### config.mk
export PLATFORM = sky130hd
export DESIGN_NAME = cd_csr_arb_flat
export DESIGN_NICKNAME = d
export VERILOG_FILES = /design/src/rtl/cd_csr_arb_pkg.sv /design/src/rtl/cd_csr_arb_if.sv /design/src/rtl/cd_rr_pick.sv /design/src/rtl/cd_csr_arb.sv /design/src/flat_wrapper.sv
export SDC_FILE = /design/constraint.sdc
export NUM_CORES = 1
export LEC_CHECK = 0
export CAP_MARGIN = 20
export CORE_ASPECT_RATIO = 0.6
export CORE_MARGIN = 5
export CORE_UTILIZATION = 30
export CTS_CLUSTER_DIAMETER = 120
export DETAILED_ROUTE_END_ITERATION = 6
export DONT_BUFFER_PORTS = 1
export GPL_ROUTABILITY_DRIVEN = 0
export PLACE_DENSITY = 0.52
export SLEW_MARGIN = 10
export SYNTH_ARGS = -nofsm -noshare
export SYNTH_HDL_FRONTEND = slang
export SYNTH_SLANG_ARGS = --single-unit
export TNS_END_PERCENT = 20
### constraint.sdc
create_clock -name clk -period 1.6 [get_ports clk]
set_input_delay 0.16 -clock clk [delete_from_list [all_inputs] [get_ports clk]]
set_output_delay 0.16 -clock clk [all_outputs]
set_load 0.1 [all_outputs]
### src/rtl/cd_csr_arb_pkg.sv
// Shared definitions for the two-master CDBUS CSR arbiter: FSM encoding,
// bus widths, master index type and the latched command record.
package cd_csr_arb_pkg;

  localparam int CSR_AW = 4;
  localparam int CSR_DW = 32;
  localparam int CSR_BW = 4;

  typedef enum logic [1:0] {
    ST_IDLE  = 2'd0,
    ST_ISSUE = 2'd1,
    ST_RESP  = 2'd2
  } state_t;

  // One bit is enough to name either of the two masters.
  typedef logic mst_idx_t;

  localparam mst_idx_t MST0 = 1'b0;
  localparam mst_idx_t MST1 = 1'b1;

  // Command captured from the winning master in IDLE.
  typedef struct packed {
    logic [CSR_AW-1:0] address;
    logic [CSR_BW-1:0] byteenable;
    logic [CSR_DW-1:0] writedata;
    logic              is_write;
  } cmd_t;

  // A master is requesting whenever either strobe is up.
  function automatic logic has_req(input logic read, input logic write);
    return read | write;
  endfunction

endpackage

### src/rtl/cd_csr_arb_if.sv
// One master-side CSR bus port. The master drives the request fields and
// holds them until waitrequest drops; the arbiter returns the response.
interface cd_csr_arb_if;
  import cd_csr_arb_pkg::*;

  logic [CSR_AW-1:0] address;
  logic [CSR_BW-1:0] byteenable;
  logic              read;
  logic              write;
  logic [CSR_DW-1:0] writedata;
  logic [CSR_DW-1:0] readdata;
  logic              readdatavalid;
  logic              waitrequest;

  modport master (
    output address, byteenable, read, write, writedata,
    input  readdata, readdatavalid, waitrequest
  );

  modport slave (
    input  address, byteenable, read, write, writedata,
    output readdata, readdatavalid, waitrequest
  );

endinterface

### src/rtl/cd_rr_pick.sv
// Combinational two-way grant picker. A lone requester always wins; on a
// tie the winner is m0 in fixed-priority mode, otherwise the master that
// was not granted last.
module cd_rr_pick
  import cd_csr_arb_pkg::*;
#(
  parameter bit FIXED_PRIO = 1'b0
) (
  input  logic [1:0] req,
  input  mst_idx_t   last,
  output mst_idx_t   grant
);

  // Select the winner from the request pattern and the last-grant record.
  always_comb begin
    // NOTE: assign a default first so every path drives grant and no latch is inferred.
    grant = MST0;
    case (req)
      2'b01:   grant = MST0;
      2'b10:   grant = MST1;
      2'b11:   grant = FIXED_PRIO ? MST0 : mst_idx_t'(~last);
      default: grant = MST0;
    endcase
  end

endmodule

### src/rtl/cd_csr_arb.sv
// Two-master arbiter in front of the single CDBUS CSR slave. Accesses are
// serialised through IDLE -> ISSUE -> RESP so every accepted write yields
// exactly one csr_write strobe, and read data is registered per master.
module cd_csr_arb
  import cd_csr_arb_pkg::*;
#(
  parameter bit FIXED_PRIO = 1'b0
) (
  input  logic              clk,
  input  logic              reset_n,
  cd_csr_arb_if.slave       m0,
  cd_csr_arb_if.slave       m1,
  output logic [CSR_AW-1:0] csr_address,
  output logic [CSR_BW-1:0] csr_byteenable,
  output logic              csr_read,
  output logic              csr_write,
  output logic [CSR_DW-1:0] csr_writedata,
  input  logic [CSR_DW-1:0] csr_readdata
);

  state_t                 state;
  mst_idx_t               grant_q;
  mst_idx_t               last_q;
  logic                   is_write_q;
  logic [1:0]             req;
  mst_idx_t               pick;
  cmd_t                   cmd_sel;
  logic [1:0]             waitreq_q;
  logic [1:0]             rdv_q;
  logic [1:0][CSR_DW-1:0] rdata_q;

  cd_rr_pick #(
    .FIXED_PRIO (FIXED_PRIO)
  ) u_pick (
    .req   (req),
    .last  (last_q),
    .grant (pick)
  );

  // Request vector and the command fields of the master the picker chose.
  always_comb begin
    req = {has_req(m1.read, m1.write), has_req(m0.read, m0.write)};
    if (pick == MST1) begin
      cmd_sel = '{address:    m1.address,
                  byteenable: m1.byteenable,
                  writedata:  m1.writedata,
                  is_write:   m1.write};
    end else begin
      cmd_sel = '{address:    m0.address,
                  byteenable: m0.byteenable,
                  writedata:  m0.writedata,
                  is_write:   m0.write};
    end
  end

  // Transaction FSM with registered CSR strobes and master responses.
  always_ff @(posedge clk) begin
    if (!reset_n) begin
      // NOTE: sequential state uses <= so every register samples pre-edge values.
      state          <= ST_IDLE;
      grant_q        <= MST0;
      last_q         <= MST1;
      is_write_q     <= 1'b0;
      csr_address    <= '0;
      csr_byteenable <= '0;
      csr_read       <= 1'b0;
      csr_write      <= 1'b0;
      csr_writedata  <= '0;
      waitreq_q      <= 2'b11;
      rdv_q          <= 2'b00;
      // NOTE: the readdata registers are reset because masters may read them before any CSR read.
      rdata_q        <= '0;
    end else begin
      case (state)
        ST_IDLE: begin
          if (|req) begin
            grant_q        <= pick;
            is_write_q     <= cmd_sel.is_write;
            csr_address    <= cmd_sel.address;
            csr_byteenable <= cmd_sel.byteenable;
            csr_writedata  <= cmd_sel.writedata;
            // Write wins when both strobes are up, so read is issued only without write.
            csr_write      <= cmd_sel.is_write;
            csr_read       <= ~cmd_sel.is_write;
            state          <= ST_ISSUE;
          end
        end
        ST_ISSUE: begin
          if (!is_write_q) begin
            rdata_q[grant_q] <= csr_readdata;
          end
          csr_address        <= '0;
          csr_byteenable     <= '0;
          csr_read           <= 1'b0;
          csr_write          <= 1'b0;
          csr_writedata      <= '0;
          waitreq_q[grant_q] <= 1'b0;
          rdv_q[grant_q]     <= ~is_write_q;
          state              <= ST_RESP;
        end
        ST_RESP: begin
          last_q    <= grant_q;
          waitreq_q <= 2'b11;
          rdv_q     <= 2'b00;
          state     <= ST_IDLE;
        end
        default: begin
          state <= ST_IDLE;
        end
      endcase
    end
  end

  assign m0.readdata      = rdata_q[0];
  assign m1.readdata      = rdata_q[1];
  assign m0.readdatavalid = rdv_q[0];
  assign m1.readdatavalid = rdv_q[1];
  assign m0.waitrequest   = waitreq_q[0];
  assign m1.waitrequest   = waitreq_q[1];

endmodule

### src/flat_wrapper.sv
// flat-port wrapper written by rule: the top's interface ports become plain ports
module cd_csr_arb_flat import cd_csr_arb_pkg::*;
#(
  parameter bit FIXED_PRIO = 1'b0
)
  (clk, reset_n, csr_address, csr_byteenable, csr_read, csr_write, csr_writedata, csr_readdata, m0_address, m0_byteenable, m0_read, m0_write, m0_writedata, m0_readdata, m0_readdatavalid, m0_waitrequest, m1_address, m1_byteenable, m1_read, m1_write, m1_writedata, m1_readdata, m1_readdatavalid, m1_waitrequest);
  cd_csr_arb_if m0_i ();
  cd_csr_arb_if m1_i ();
  input  logic clk;
  input  logic reset_n;
  output logic [CSR_AW-1:0] csr_address;
  output logic [CSR_BW-1:0] csr_byteenable;
  output logic csr_read;
  output logic csr_write;
  output logic [CSR_DW-1:0] csr_writedata;
  input  logic [CSR_DW-1:0] csr_readdata;
  input wire logic [$bits(m0_i.address)-1:0] m0_address;
  input wire logic [$bits(m0_i.byteenable)-1:0] m0_byteenable;
  input wire logic [$bits(m0_i.read)-1:0] m0_read;
  input wire logic [$bits(m0_i.write)-1:0] m0_write;
  input wire logic [$bits(m0_i.writedata)-1:0] m0_writedata;
  output wire logic [$bits(m0_i.readdata)-1:0] m0_readdata;
  output wire logic [$bits(m0_i.readdatavalid)-1:0] m0_readdatavalid;
  output wire logic [$bits(m0_i.waitrequest)-1:0] m0_waitrequest;
  input wire logic [$bits(m1_i.address)-1:0] m1_address;
  input wire logic [$bits(m1_i.byteenable)-1:0] m1_byteenable;
  input wire logic [$bits(m1_i.read)-1:0] m1_read;
  input wire logic [$bits(m1_i.write)-1:0] m1_write;
  input wire logic [$bits(m1_i.writedata)-1:0] m1_writedata;
  output wire logic [$bits(m1_i.readdata)-1:0] m1_readdata;
  output wire logic [$bits(m1_i.readdatavalid)-1:0] m1_readdatavalid;
  output wire logic [$bits(m1_i.waitrequest)-1:0] m1_waitrequest;
  assign m0_i.address = m0_address;
  assign m0_i.byteenable = m0_byteenable;
  assign m0_i.read = m0_read;
  assign m0_i.write = m0_write;
  assign m0_i.writedata = m0_writedata;
  assign m0_readdata = m0_i.readdata;
  assign m0_readdatavalid = m0_i.readdatavalid;
  assign m0_waitrequest = m0_i.waitrequest;
  assign m1_i.address = m1_address;
  assign m1_i.byteenable = m1_byteenable;
  assign m1_i.read = m1_read;
  assign m1_i.write = m1_write;
  assign m1_i.writedata = m1_writedata;
  assign m1_readdata = m1_i.readdata;
  assign m1_readdatavalid = m1_i.readdatavalid;
  assign m1_waitrequest = m1_i.waitrequest;
  cd_csr_arb #(.FIXED_PRIO(FIXED_PRIO)) u_core (.clk(clk), .reset_n(reset_n), .m0(m0_i), .m1(m1_i), .csr_address(csr_address), .csr_byteenable(csr_byteenable), .csr_read(csr_read), .csr_write(csr_write), .csr_writedata(csr_writedata), .csr_readdata(csr_readdata));
endmodule
==> qor.yml <==
place_area_sq_um: 6860
wire_per_inst_um: 17.4
dp_slack_ps: -28.9
hold_viol: 0
worstHoldStart: "m0_write"
critical-path-max-stage-delay_ps: 380
synth_largest_area_cell: "dfxtp_1"
r2r-start: "u_core.state[0]"
period_share_pct: 97.4
clkLatencyLatePin_ps: 410
nets: 928
worstSetupPathType: "flip-flop to flip-flop"
drive_gt1_share_pct: 33.5
syn_area_sq_um: 5700
port_buffers: 0
regArea_sq_um: 2300
fin_worst_hold_slack_ps: 29.0
die_w_um: 188
clock-skew-final_ps: 12.1
num_io_pins: 228
r2r-end: "u_core.csr_writedata[10]"
p_total_w: 0.0104
rr_worst_depth: 7
setup_tns_ps: 0
ys.flop_type: "dfxtp_1"
numClockSinks: 115
die-height_um: 117
p_leak_nw: 3.25
multiInputGateArea_sq_um: 2900
crit_required_ps: 1880
synth_edf_count: 0
maxCapViolations: 0
die_area_sq_um: 22000
min_delay_path_depth: 2
synthCells: 629
synth_cell_types: 42
synth_common_cells: "136 x nand2_1, 115 x dfxtp_1, 69 x a21oi_1"
status: "complete, no violations"
area_delta_synth_final_pct: 47.1
cts_buffer_depth: 2
arrival_ps: 1840
crit_path_max_fanout: 18
finalSetupViolCount: 0
fmax_mhz: 642
async_flop_share_pct: 0
postRouteAntennaNets: 0
h-tree-depth: 4
rows: 39
end_kind: "flip-flop"
drcViolationCount: 0
start_util_pct: 30.3
synth_area_leaders: "dfxtp_1 40%, nand4b_2 10%, o221ai_2 10%"
wirelength_mm: 18.5
finalMaxSlewViolations: 0
timing.slew.headroom_pct: 63.1
num_vias: 5263
dr.pass1.iters: 4
fill_cells: 1813
overflow: 0
hpwlAfterDp_mm: 12.7
ys_warn_count: 0
synth_area_per_cell_sq_um: 9.07
cts_made_buffers: 17
final_area_sq_um: 8390
grt_start_max_net_pins: 69
grt_pass1_wl_mm: 27.8
r2r_slack_ps: 40
hold_end: "u_core.csr_write"
yosysTopAreaCellShare_pct: 40.4
worst_pin_slew_ps: 552
yosysSeqAreaShare_pct: 40.4
cp_slowest_cell: "dfxtp_2"
vias_per_cell: 4.94
num_antenna_cells: 0
first_iter_violations: 234
cts.clk_slew.worst_paths_ps: 60
grt_pass1_vias: 5257
antenna_found_initial: 0
grt_usage_pct: 15.6
cts_tree: "done"
ir_drop_mv: 0.597
worst_slack_ps: 41.7
hold_path.class: "primary input to flip-flop"
powerDensity_nw_per_um2: 1230
coreArea_sq_um: 18800
crit_chain: "inv_2 -> ha_2 -> and2_4 -> a22oi_4 -> buf_12 -> clkbuf_16 -> o221ai_2"
clockRootBuffer: "clkbuf_16"
cp-start-kind: "flip-flop"
synth-seq-cells: 115
layout_min_cycle_time_ps: 1560
synth.most_common_cell: "nand2_1"
synth_nets: 751
final cells by class:
cell class	instances	share of cell area, %
tap	246	3.67
clock inverter	13	1.89
timing repair buffer	222	25.0
sequential	115	27.4
clock buffer	19	5.28
multi-input combinational	402	34.5
inverter	48	2.15
critical path, delay by kind of cell (launching register included):
family / cells / cell delay [ps]
compound gates: 2 / 250
fa+ha+maj: 1 / 210
buf+inv: 3 / 430
flops: 1 / 380
simple gates: 1 / 170
report_power, final:
group | switching (W) | internal, W
sequential | 0.000137 | 0.00308
clock | 0.00138 | 0.00249
combinational | 0.00232 | 0.000959
total | 0.00383 | 0.00652
state kept, by name (all words and copies together), names as in the netlist:
| register | cells |
|---|---|
| u_core.csr_address | 4 |
| u_core.csr_byteenable | 4 |
| u_core.csr_read | 1 |
| u_core.csr_write | 1 |
| u_core.csr_writedata | 32 |
| u_core.grant_q | 1 |
| u_core.is_write_q | 1 |
| u_core.last_q | 1 |
| u_core.m0.readdata | 32 |
| u_core.m1.readdata | 32 |
| u_core.rdv_q | 2 |
| u_core.state | 2 |
| u_core.waitreq_q | 2 |
layer usage:
metal / vias up / GRT usage [%] / wire (um)
li1: 2551 / - / -
met1: 2532 / 20.4 / 8620
met2: 164 / 24.7 / 8620
met3: 16 / 4.65 / 1120
met4: 0 / 5.33 / 186
met5: - / 0 / 0
placed cells by master, fill, tap and decap left out, types with 2 or more instances in the layout:
cell	synthesis	routed
nand3_1	4	4
dfxtp_1	115	114
clkinv_2	0	4
nand2_1	136	136
clkinvlp_4	0	3
buf_4	2	131
dlygate4sd3_1	0	73
ha_1	4	2
buf_12	4	13
nand4b_2	39	39
a21o_1	2	2
or3b_1	2	2
clkinv_4	0	2
inv_2	1	3
nor2b_1	40	40
nand3b_1	2	2
inv_1	47	45
a21oi_1	69	68
nand4_1	40	40
o221ai_2	39	39
bufinv_16	0	3
clkbuf_16	0	22
worst max-delay path by stage:
stage                    startpoint                       end  slack (ps)  cells after the start
floorplan           u_core.state[0]     u_core.csr_address[3]           6                      7
global placement    u_core.state[0]   u_core.csr_writedata[0]          40                      6
CTS                 u_core.state[1]   u_core.csr_writedata[0]         -30                      6
global route        u_core.state[1]  u_core.csr_writedata[19]          -4                      7
finish              u_core.state[0]  u_core.csr_writedata[10]          40                      7
detailed placement  u_core.state[0]   u_core.csr_writedata[0]         -30                      6
per-stage QoR:
stage | util (%) | std cells
2_1_floorplan | - | 629
3_3_place_gp | 36.4 | 949
3_5_place_dp | 36.4 | 949
4_1_cts | 43.5 | 1054
5_1_grt | 44.6 | 1065
6_report | 44.6 | 1065
timing repair:
item | in CTS | in global routing
pin swaps | 0 | 1
hold endpoints to repair | 109 | 0
gates cloned | 0 | 5
hold buffers | 73 | 0
endpoints found under the setup margin | 24 | 100
resized for setup | 1 | 6
buffers inserted | 0 | 6
logic make-up after synthesis:
logic type	synth area share [%]
mux	0.176
fa+ha+maj	0.878
buf+inv	9.57
compound gates	18.4
flops	40.4
simple gates	30.6
Power figures use the tool's default switching activity.
